File: src/rtl/pulse_burst_counter_pkg.sv
// Shared definitions for the pulse counter blocks: FSM encoding and default timing constants.
package pulse_burst_counter_pkg;

  typedef enum logic [1:0] {
    StIdle     = 2'd0,
    StArmed    = 2'd1,
    StCounting = 2'd2,
    StDone     = 2'd3
  } burst_state_e;

  localparam int unsigned DefaultIdleCycles = 8;
  localparam int unsigned TimerWidth        = 8;

endpackage

File: src/rtl/pin_edge_detect.sv
// Two-flop synchroniser followed by a delay flop; rise pulses for one cycle per rising edge of din.
module pin_edge_detect (
  input  logic clk,
  input  logic reset,
  input  logic din,
  output logic rise
);

  logic sync1_q, sync2_q, dly_q;

  always_ff @(posedge clk) begin
    if (reset) begin
      sync1_q <= 1'b0;
      sync2_q <= 1'b0;
      dly_q   <= 1'b0;
    end else begin
      sync1_q <= din;
      sync2_q <= sync1_q;
      dly_q   <= sync2_q;
    end
  end

  assign rise = sync2_q & ~dly_q;

endmodule

File: src/rtl/pulse_burst_counter.sv
// Counts rising edges on an asynchronous pin during a burst; a burst ends after IDLE_CYCLES quiet cycles.
module pulse_burst_counter
  import pulse_burst_counter_pkg::*;
#(
  parameter int unsigned WIDTH       = 16,
  parameter int unsigned IDLE_CYCLES = DefaultIdleCycles,
  parameter int unsigned EXPECT      = 4
) (
  input  logic             clk,
  input  logic             reset,
  input  logic             arm,
  input  logic             pin,
  output logic             busy,
  output logic             valid,
  output logic [WIDTH-1:0] count,
  output logic             overflow,
  output logic             match
);

  localparam logic [TimerWidth-1:0] TimerLast = TimerWidth'(IDLE_CYCLES - 1);
  localparam logic [WIDTH-1:0]      CntMax    = '1;
  localparam logic [WIDTH-1:0]      ExpectVal = WIDTH'(EXPECT);
  // An EXPECT that does not fit in WIDTH bits can never match.
  localparam bit                    ExpectFits = ((EXPECT >> WIDTH) == 0);

  logic                  rise;
  burst_state_e          state_q, state_d;
  logic [WIDTH-1:0]      cnt_q, cnt_d;
  logic [TimerWidth-1:0] timer_q, timer_d;
  logic                  ovf_q, ovf_d;
  logic                  valid_q;
  logic [WIDTH-1:0]      count_q;
  logic                  overflow_q, match_q;

  pin_edge_detect u_edge (
    .clk   (clk),
    .reset (reset),
    .din   (pin),
    .rise  (rise)
  );

  always_comb begin
    state_d = state_q;
    cnt_d   = cnt_q;
    timer_d = timer_q;
    ovf_d   = ovf_q;
    if (arm) begin
      // arm wins over a coincident rise, which is dropped
      state_d = StArmed;
      cnt_d   = '0;
      timer_d = '0;
      ovf_d   = 1'b0;
    end else begin
      unique case (state_q)
        StIdle: begin
          state_d = StIdle;
        end
        StArmed: begin
          if (rise) begin
            cnt_d   = WIDTH'(1);
            timer_d = '0;
            ovf_d   = 1'b0;
            state_d = StCounting;
          end
        end
        StCounting: begin
          if (rise) begin
            if (cnt_q == CntMax) begin
              ovf_d = 1'b1;
            end else begin
              cnt_d = cnt_q + WIDTH'(1);
            end
            timer_d = '0;
          end else begin
            timer_d = timer_q + TimerWidth'(1);
            if (timer_q == TimerLast) begin
              state_d = StDone;
            end
          end
        end
        StDone: begin
          state_d = StIdle;
        end
        default: begin
          state_d = StIdle;
        end
      endcase
    end
  end

  always_ff @(posedge clk) begin
    if (reset) begin
      state_q    <= StIdle;
      cnt_q      <= '0;
      timer_q    <= '0;
      ovf_q      <= 1'b0;
      valid_q    <= 1'b0;
      count_q    <= '0;
      overflow_q <= 1'b0;
      match_q    <= 1'b0;
    end else begin
      state_q <= state_d;
      cnt_q   <= cnt_d;
      timer_q <= timer_d;
      ovf_q   <= ovf_d;
      valid_q <= (state_q == StDone);
      // Results are latched from the held burst values while in DONE, so arm cannot disturb them.
      if (state_q == StDone) begin
        count_q    <= cnt_q;
        overflow_q <= ovf_q;
        match_q    <= ExpectFits && (cnt_q == ExpectVal) && !ovf_q;
      end
    end
  end

  assign busy     = (state_q == StArmed) || (state_q == StCounting);
  assign valid    = valid_q;
  assign count    = count_q;
  assign overflow = overflow_q;
  assign match    = match_q;

endmodule

File: config.mk
export PLATFORM = sky130hd
export DESIGN_NAME = pulse_burst_counter
export DESIGN_NICKNAME = d
export VERILOG_FILES = /design/src/rtl/pulse_burst_counter_pkg.sv /design/src/rtl/pin_edge_detect.sv /design/src/rtl/pulse_burst_counter.sv
export SDC_FILE = /design/constraint.sdc
export NUM_CORES = 1
export LEC_CHECK = 0
export ABC_AREA = 0
export CORE_MARGIN = 2
export CORE_UTILIZATION = 56
export DETAILED_ROUTE_END_ITERATION = 7
export PLACE_DENSITY = 0.79
export SYNTH_ARGS = -nofsm -noshare
export SYNTH_HDL_FRONTEND = slang
export SYNTH_SLANG_ARGS = --single-unit
File: constraint.sdc
create_clock -name clk -period 2.3 [get_ports clk]
set_clock_uncertainty 0.15 [all_clocks]
set_input_delay 0.46 -clock clk [delete_from_list [all_inputs] [get_ports clk]]
set_output_delay 0.46 -clock clk [all_outputs]
set_load 0.02 [all_outputs]
==> results list <==
* Run status: completed
- Highest-utilization routing layer at the global route stage: met2
* Worst Setup EP: cnt_q[15]
- Worst IR drop on VDD: 0.0003469 V
* Final number of max-transition violations: 0
* Final min period: 2088 ps
* CTS tree: yes
* Number of buffers created by CTS: 5
- Worst flop-to-flop path endpoint: cnt_q[15]
- Setup slack on the worst reg-to-reg path comes out at 210 ps.
- Most instantiated flip-flop cell in the synthesis netlist: sky130_fd_sc_hd__dfxtp_1
- Standard cell core area: 3971 um^2
- Max-slew headroom at the worst pin: 67.72%
- Setup violations remaining at the end of the flow were counted as 0.
- For this design the top-level I/O count stands at 24.
* Overflow left after global routing: 0
- Max clock buf depth: 2
* Final cell utilization of the core: 68.53%
* Vias in the first global route: approximately 1800
- Proportion of synthesized flip-flops having asynchronous set or reset: 0%
- The clock tree synthesis step divided the H-tree into 2 levels.
- Of the total power, the share spent switching nets is 22.84%.
* Number of cells on the worst reg-to-reg path: 6
- Dividing the detail-routed wire length by the instance count gives 14.26 um.
- Post-Layout Inst Area: 2721 um^2
- Synthesis produced a netlist whose cell count is 255.
- Power, Total: 1.436 mW
- For the worst setup path, the data arrival time is 2170 ps.
* Width of the chip: 67.84 um
- Setup crit start: state_q[0]
- Setup total negative slack on the finished layout was measured at 0 ps.
* Leakage Power: 0.9503 nW
* CTS sink cnt: 49
- Worst Setup Start Kind: flop
* Number of cells in the finished layout apart from fillers: 343
* Number of different library cells in the post-synthesis netlist: 52
* WP data required: between 2000 and 2500 ps
- Fill cell total of the finished layout: around 310
* Clock latency at the later pin of the worst-skew pair: 300 ps
- Length of the first detailed-routing pass in iterations: 4
- RSZ-0062 raised after global routing: no
- Root buffer cell: sky130_fd_sc_hd__clkbuf_8
- The congestion estimate from routability-driven global placement came to 0.9144.
- Power share of the sequential group: 59.7%
- Initial antenna violation count: 0
- The critical path is of the flop to flop type.
* Share of layout cells above drive strength 1: around an eighth
- Across all hold checks on the routed design, the worst slack comes to 294.8 ps.
- The mapped netlist covers 2282 um^2.
- Worst flop-to-flop path startpoint: state_q[0]
- The Yosys step of the flow raised 0 warnings.
- Once the floorplan was initialized, standard cells occupied between 50% and 60% of the core.
- Area growth from synthesis to layout: 19.24%
* Maximum fanout encountered on the critical timing path: 8
* Combinational Power Share: under 10%
- After the first detailed-routing iteration, the DRC count stood at 120.
* Net Count, Synth: 265
- Largest stage delay on the critical path: between 500 and 600 ps
* Total detailed-routing wirelength: just under 5000 um
* Total half-perimeter wirelength after legalization and detailed placement: 3546 um
* Met2 usage: 37.99%
- NetSw: 0.3280 mW
- Dividing the synthesized area by the synthesized cell count gives 8.950 um^2.
- Total cell area at the placement stage: 2643 um^2
- Row cnt: 23
* Critical path cell sequence: inv_1 -> ha_1 -> buf_4 -> a31o_2 -> or4_1 -> a21oi_1
- STA classifies the critical path endpoint as a flop.
* Max_cap viols: 0
- Count of state elements after synthesis: 49
- The count of buffers added on input and output ports is 23.
* Instance count on the critical path: 6
* Pin count of the biggest net entering global routing: 22
- Count of flip-flops with a built-in enable after synthesis: 0
- In this run the remaining antenna-violating nets after routing total 0.
- In the post-route analysis, the smallest setup slack over all paths is 211.5 ps.
- Sequential cell area fraction in the yosys report: 42.98%
- Among cell families on the critical path, the largest total delay comes from simple AND/OR/NAND/NOR gates.
* Library cell contributing the largest single delay on the critical path: sky130_fd_sc_hd__or4_1
- Total routing resource utilization after global routing: 23.18%
- The internal power of the cells totals between 1 and 1.5 mW.
* Max Clk Rate: 0.4788 GHz
- Final Hold Viols: 0
* DP Cell Count: 335
* Post-route DRC: 0
- From bottom edge to top edge, the die measures 67.84 um.
* Worst slack at placement: 157.4 ps
- Die footprint: 4602 um^2
- Class of the tightest hold or removal check: flop to flop
- Total vias in the final route: 1933
- The first global-routing pass estimated around 7900 um of wire.
- In this run the power density over the cells is approximately 530 nW/um^2.
- In the routed layout, each cell is associated on average with a via count of ~5.6.
- Global routing met3 resource utilization: 3.947%
* Final net count: 302
- Relative contribution of the clock network to total power: between 30% and 40%
* Number of buffers inserted by post-CTS setup repair: 0
- For this run, global-route usage on met1 was measured as roughly 29%.
- Worst path bufs/invs: 2
- Clock transition at the registers of the reported paths: about 80 ps
- At the pin with the least slew margin, the transition time is between 400 and 500 ps.
- Fin crit share: 90.80%
- Antenna cell count: 0
==> layout make-up <==
class                           count  area, um^2  area share [%]
Sequential cell                    49       980.9           36.05
Timing Repair Buffer               43       379.1           13.93
Tap cell                           50       62.56           2.299
Clock buffer                        8       80.08           2.943
Multi-Input combinational cell    184        1185           43.54
Inverter                            9       33.78           1.241
==> cell usage after synthesis, types with 4 or more instances <==
cell type                  instances  share of area [%]
sky130_fd_sc_hd__a211oi_1          6                2.0
sky130_fd_sc_hd__a21oi_1           9                2.0
sky130_fd_sc_hd__a31oi_1           5                1.4
sky130_fd_sc_hd__buf_2             4               0.88
sky130_fd_sc_hd__dfxtp_1          49                 43
sky130_fd_sc_hd__ha_1              6                3.3
sky130_fd_sc_hd__inv_1             9                1.5
sky130_fd_sc_hd__mux2i_1          17                7.5
sky130_fd_sc_hd__nand2_1          13                2.1
sky130_fd_sc_hd__nand3_1           7                1.5
sky130_fd_sc_hd__nand4_1           4                1.1
sky130_fd_sc_hd__nor2_1           46                7.6
sky130_fd_sc_hd__nor3_1            5                1.1
sky130_fd_sc_hd__nor4_1            4                1.1
sky130_fd_sc_hd__o211ai_1          4                1.3
sky130_fd_sc_hd__o31ai_1           4                1.3
sky130_fd_sc_hd__or3_1             4                1.1
==> cells in the final DEF (no fill, tap or decap), types with 4 or more instances in the layout <==
cell type                          n
sky130_fd_sc_hd__clkbuf_8          5
sky130_fd_sc_hd__a21oi_1           9
sky130_fd_sc_hd__nor3_1            5
sky130_fd_sc_hd__ha_1              6
sky130_fd_sc_hd__or3_1             4
sky130_fd_sc_hd__nor2_1           46
sky130_fd_sc_hd__o211ai_1          4
sky130_fd_sc_hd__a211oi_1          6
sky130_fd_sc_hd__nor4_1            4
sky130_fd_sc_hd__nand2_1          13
sky130_fd_sc_hd__nand3_1           7
sky130_fd_sc_hd__nand4_1           4
sky130_fd_sc_hd__dfxtp_1          49
sky130_fd_sc_hd__mux2i_1          17
sky130_fd_sc_hd__inv_1             9
sky130_fd_sc_hd__clkdlybuf4s50_1  22
sky130_fd_sc_hd__a31oi_1           5
sky130_fd_sc_hd__o31ai_1           4
sky130_fd_sc_hd__buf_4            20
==> power by group through the flow <==
stage          Sequential [mW]  Combinational [mW]  Clock, mW
2_1_floorplan            0.877              0.0607          0
3_3_place_gp             0.877              0.0961          0
3_5_place_dp             0.878              0.0980          0
4_1_cts                  0.857              0.0964      0.494
5_1_grt                  0.858               0.106      0.520
6_report                 0.857              0.0971      0.482
==> metal layers <==
metal | share of wire (%) | wire, um
met4 | 2.6 | 127
met5 | 0 | 0
met3 | 4.9 | 239
met2 | 45 | 2196
met1 | 48 | 2327
==> worst register-to-register path: cells and delay by family, from the launching register on <==
kind / cells / cell delay (ps)
AND/OR/NAND/NOR: 1 / 510
buffers and inverters: 2 / 270
flip-flops: 1 / 390
adder cells (fa/ha/maj): 1 / 290
AO/OA/AOI/OAI: 2 / 410
==> repair_timing <==
| action | 4_1_cts | 5_1_grt |
|---|---|---|
| resized for setup | 1 | 0 |
| hold buffers | 0 | 0 |
| setup endpoints to repair | 1 | 0 |
==> registers in the layout, summed over array words and instances, names as in the netlist <==
name            count
cnt_q              16
count              16
match               1
overflow            1
ovf_q               1
state_q             2
timer_q             8
u_edge.dly_q        1
u_edge.sync1_q      1
u_edge.sync2_q      1
valid               1
==> how the worst min path moves through the flow <==
stage	cells past startpoint	slack [ps]	to	startpoint
after floorplan	1	260	u_edge.sync2_q	u_edge.sync1_q
after global placement	1	270	u_edge.sync2_q	u_edge.sync1_q
after detailed placement	1	280	u_edge.sync2_q	u_edge.sync1_q
after CTS	1	300	u_edge.sync2_q	u_edge.sync1_q
after global routing	1	310	u_edge.sync2_q	u_edge.sync1_q
final	1	290	u_edge.sync2_q	u_edge.sync1_q
==> cell families after synthesis <==
family	after synthesis	share of synthesized area (%)
xor gates and xnor gates	6	2.303
AOI/OAI and AO/OA	44	13.76
and+or+nand+nor	110	24.62
adders and majority gates	6	3.289
DFF	49	42.98
buffers and inverters	22	5.099
muxes	18	7.949
No activity file was read; power rests on OpenSTA's default activity.
